## config.mk

```make
export PLATFORM = sky130hd
export DESIGN_NAME = dmem_seq_ctrl
export DESIGN_NICKNAME = d
export VERILOG_FILES = /design/src/rtl/dmem_seq_ctrl.sv
export SDC_FILE = /design/constraint.sdc
export NUM_CORES = 1
export LEC_CHECK = 0
export ABC_CLOCK_PERIOD_IN_PS = 3600
export CAP_MARGIN = 25
export CORE_UTILIZATION = 55
export DETAILED_ROUTE_END_ITERATION = 12
export PLACE_DENSITY_LB_ADDON = 0.3
export SLEW_MARGIN = 20
export SYNTH_ARGS = -nofsm -noshare
export SYNTH_HDL_FRONTEND = slang
export SYNTH_SLANG_ARGS = --single-unit
export TNS_END_PERCENT = 10
```

## constraint.sdc

```tcl
create_clock -name clk -period 3.6 [get_ports clk]
set_input_delay 0.72 -clock clk [delete_from_list [all_inputs] [get_ports clk]]
set_output_delay 0.72 -clock clk [all_outputs]
set_load 0.05 [all_outputs]
```

## src/rtl/dmem_seq_ctrl.sv

```systemverilog
// dmem_seq_ctrl: byte-serial data memory controller.
// A 32-bit load or store is moved one byte per cycle, big-endian, through an
// internal 2**AW byte array. Addresses wrap modulo the memory size.
module dmem_seq_ctrl #(
  parameter int AW = 6
) (
  input  logic          clk,
  input  logic          reset,
  input  logic          req,
  input  logic          we,
  input  logic [AW-1:0] addr,
  input  logic [31:0]   wdata,
  output logic          busy,
  output logic          done,
  output logic [31:0]   rdata
);

  localparam int DEPTH = 2 ** AW;

  typedef enum logic [1:0] {
    IDLE,
    XFER,
    DONE
  } state_t;

  state_t        state;
  state_t        state_next;

  logic [1:0]    beat;
  logic          we_q;
  logic [AW-1:0] addr_q;
  logic [31:0]   wdata_q;
  logic [23:0]   asm_q;

  logic [7:0]    mem [DEPTH];

  logic [AW-1:0] byte_addr;
  logic [7:0]    rd_byte;
  logic [7:0]    wr_byte;
  logic          last_beat;

  // Byte address for the current beat wraps naturally in AW bits
  assign byte_addr = addr_q + AW'(beat);
  assign rd_byte   = mem[byte_addr];
  assign last_beat = (beat == 2'd3);

  // Select the store byte for this beat, most significant byte first
  always_comb begin
    wr_byte = wdata_q[31:24];
    case (beat)
      2'd0:    wr_byte = wdata_q[31:24];
      2'd1:    wr_byte = wdata_q[23:16];
      2'd2:    wr_byte = wdata_q[15:8];
      default: wr_byte = wdata_q[7:0];
    endcase
  end

  // State register
  always_ff @(posedge clk or posedge reset) begin
    if (reset) begin
      state <= IDLE;
    end else begin
      state <= state_next;
    end
  end

  // Next-state and status outputs: four transfer beats, one done cycle
  always_comb begin
    state_next = state;
    busy       = 1'b0;
    done       = 1'b0;
    case (state)
      IDLE: begin
        if (req) begin
          state_next = XFER;
        end
      end
      XFER: begin
        busy = 1'b1;
        if (last_beat) begin
          state_next = DONE;
        end
      end
      DONE: begin
        busy       = 1'b1;
        done       = 1'b1;
        state_next = IDLE;
      end
      default: begin
        state_next = IDLE;
      end
    endcase
  end

  // Capture the request, count beats and assemble load data into rdata
  always_ff @(posedge clk or posedge reset) begin
    if (reset) begin
      beat    <= 2'd0;
      we_q    <= 1'b0;
      addr_q  <= '0;
      wdata_q <= 32'h0;
      asm_q   <= 24'h0;
      rdata   <= 32'h0;
    end else begin
      case (state)
        IDLE: begin
          if (req) begin
            we_q    <= we;
            addr_q  <= addr;
            wdata_q <= wdata;
            beat    <= 2'd0;
          end
        end
        XFER: begin
          beat <= beat + 2'd1;
          if (!we_q) begin
            asm_q <= {asm_q[15:0], rd_byte};
            if (last_beat) begin
              rdata <= {asm_q, rd_byte};
            end
          end
        end
        default: begin
          beat <= 2'd0;
        end
      endcase
    end
  end

  // Memory array write port; deliberately outside reset so contents survive it
  always_ff @(posedge clk) begin
    if (state == XFER && we_q) begin
      mem[byte_addr] <= wr_byte;
    end
  end

endmodule
```

==> summary.md <==
| Metric | Value |
|---|---|
| Crit-path max FO | `37` |
| Yosys reg bits | `611` |
| Yosys top cell area share | `63.9%` |
| Vias in the first global route | `between 10,000 and 15,000` |
| H-Tree Depth | `2` |
| Worst Setup End Kind | `flip-flop` |
| Setup TNS | `0 ns` |
| Final WS setup | `between 0.15 and 0.2 ns` |
| Worst R2R Start | `beat[0]` |
| Initial DRC count | `about 1,500` |
| Clock Sink Count | `611` |
| Synth area leader | `edfxtp_1` |
| Final period utilization | `a little over nine tenths` |
| Worst Hold Launch | `asm_q[20]` |
| Root buf cell | `clkbuf_16` |
| Fillers | `2,942` |
| Share of cells above drive strength 1 | `a little under a quarter` |
| Post-Syn Nets | `1,405` |
| Post-synth EDFFs | `roughly 510` |
| Max Buffers Root-to-Sink | `3` |
| TritonCTS clock tree | `yes` |
| Post-synth cell types | `43` |
| # IOs | `76` |
| Initial antenna violation count | `0` |
| Peak per-stage delay on the critical path | `0.54 ns` |
| GP Congestion | `0.839` |
| GRT overflow | `0` |
| Post-Syn Area | `around 0.024 sq mm` |
| Worst path cell trace | `ha_4 > fa_4 > xor2_4 > buf_12 > buf_4 > mux4_2 > mux2i_1 > o22ai_1 > a311oi_2 > a31oi_1` |
| Post-synth ARST share | `roughly 16%` |
| Outcome | `finished clean` |
| Antenna diodes | `0` |
| Critical path required time | `4.07 ns` |
| Cell Pwr Density | `between 1000 and 1500 mW/mm^2` |
| Largest net degree at the start of global routing | `100` |
| DIE AREA | `around 0.045 sq mm` |
| Worst hold path depth | `2` |
| Worst R2R End | `asm_q[5]` |
| Drc violations | `0` |
| Min-Delay Path Class | `flip-flop to flip-flop` |
| Placed inst area | `between 0.02 and 0.03 sq mm` |
| Reg2Reg Depth | `10` |
| Final Hold Fails | `0` |
| Routed len/inst | `23.9 um` |
| Setup slack, reg-to-reg | `0.16 ns` |
| Delay-heaviest family, CP | `adder cells` |
| Setup Skew | `~0.025 ns` |
| WP buf/inv | `2` |
| RSZ-0062 raised after global routing | `no` |
| DRT Pass-1 Iters | `5` |
| Cts bufs inserted | `approximately 60` |
| Worst-Skew Late Latency | `0.63 ns` |
| HPWL after detailed placement | `30,700 um` |
| Commonest non-fill, non-tap cell in the layout | `edfxtp_1` |
| Vias | `12,800` |
| Nature of the critical path startpoint | `flip-flop` |
| Final Max Tran Viols | `0` |
| Fin nets | `1,578` |
| Cell count after synthesis | `1,352` |
| Tot GR Track Use | `24.0%` |
| Post-route cell area | `0.0281 sq mm` |
| Die width | `between 200 and 250 um` |
| Avg Synthesized Cell Area | `~18 sq um` |
| Sequential area share after synthesis | `between 70% and 80%` |
| Clock slew at reported path FFs | `0.06 ns` |
| WL final | `between 50,000 and 60,000 um` |
| Top cells by area, synth | `edfxtp_1 64%, dfrtp_1 10%, mux4_2 9.0%` |
| Core box area | `0.0431 sq mm` |
| Max_cap viols | `0` |
| Critical path's slowest cell | `fa_4` |
| Min Tclk post-route | `3.44 ns` |
| Post-Place Worst Slack | `0.135 ns` |
| Fmax | `291 MHz` |
| Initial Util | `~56%` |
| Hold Crit Endpoint | `rdata[28]` |
| LEAKAGE | `between 9 and 10 nW` |
| Setup violators final | `0` |
| VDD IR max | `886 uV` |
| Post-CTS setup buffer count | `0` |
| Global-route wire length before repair | `79,100 um` |
| Num rows | `76` |
| P&R area growth vs syn | `16.9%` |
| Critical Path AT | `approximately 4 ns` |
| Synth Flop Type | `edfxtp_1` |
| Ys Warns | `0` |
| Chip height | `roughly 210 um` |
| Worst Max-Slew Pin Slew | `0.858 ns` |
| Number of routed nets with antenna violations | `0` |
| Vias per cell | `5.92` |
| PortBufs | `75` |
| WS Path Type | `flip-flop to flip-flop` |
| Most frequent cells in the layout | `512 x edfxtp_1, 149 x nand2_1, 101 x buf_4` |
| Slew margin rel. | `42.6%` |
==> how the worst max path moves through the flow <==
| stage | startpoint | endpoint | cells after the start |
|---|---|---|---|
| floorplan | beat[1] | mem[0][0] | 3 |
| global placement | beat[0] | asm_q[5] | 10 |
| detailed placement | beat[0] | asm_q[5] | 10 |
| CTS | beat[0] | asm_q[5] | 10 |
| global route | beat[0] | rdata[1] | 10 |
| finish | beat[0] | asm_q[5] | 10 |
==> through the flow <==
stage / instances / hold slack, ns / util, % / power, mW
4_1_cts: 2158 / 0.471 / 65.3 / 29.3
5_1_grt: 2158 / 0.493 / 65.3 / 30.4
3_5_place_dp: 2049 / 0.453 / 61.1 / 23.4
6_report: 2158 / 0.467 / 65.3 / 29.2
3_3_place_gp: 2049 / 0.449 / 61.1 / 23.1
2_1_floorplan: 1352 / 0.435 / - / 18.8
==> cell usage after synthesis (6+ instances only) <==
library cell	instances
a311oi_1	7
a222oi_1	8
a31oi_1	23
nand3_1	11
buf_2	25
clkbuf_1	38
o21ai_0	7
buf_1	6
nor3_1	8
and3_1	9
nand2_1	149
o22ai_1	16
a2111oi_0	7
dfrtp_1	99
inv_1	16
a22o_1	15
a21oi_1	15
mux4_2	96
edfxtp_1	512
nor2_1	92
ha_1	10
mux2i_1	90
mux2_2	56
==> report_power, final <==
group,internal [mW],switching (mW)
Clock,3.30,2.52
Sequential,10.1,0.430
Combinational,4.98,7.86
==> worst register-to-register path: cells and delay by family (launching register included) <==
kind	cells	cell delay, ns
adder cells (fa/ha/maj)	2	0.74
AO/OA/AOI/OAI	3	0.72
multiplexers	2	0.59
buffers and inverters	2	0.57
flip-flops	1	0.44
XOR/XNOR	1	0.25
==> area by class of cell <==
class | instances | area, sq um | area share, %
flip-flops and latches | 611 | 17900 | 63.4
multi-input cells | 652 | 5980 | 21.2
repair buffers | 185 | 1690 | 6.00
clock buffers | 83 | 1640 | 5.82
well taps | 585 | 732 | 2.60
clock inverters | 26 | 189 | 0.671
inverters | 16 | 62.6 | 0.222
==> routing by layer <==
layer | GRT usage [%] | wire, um
met4 | 6.50 | 1020
met2 | 37.9 | 25000
met1 | 34.5 | 21300
met3 | 4.74 | 4270
met5 | 0 | 0
==> timing repair <==
item,4_1_cts,5_1_grt
hold buffers,0,0
setup endpoints to repair,0,2
gates resized for setup,0,1
==> sequential cells by signal, summed over array words and instances, names as in the netlist <==
signal,flops
mem,512
rdata,32
wdata_q,32
asm_q,24
addr_q,6
beat,2
state,2
we_q,1
==> kinds of logic after synthesis <==
kind of cell    Yosys count  share of synthesized area, %
fa+ha+maj                11                         0.603
xor+xnor                  2                         0.104
compound gates          111                          3.27
mux                     242                          15.4
simple gates            286                          4.90
flops                   611                          74.2
buf+inv                  89                          1.58
Note: power is estimated with default switching activity, not from simulation.
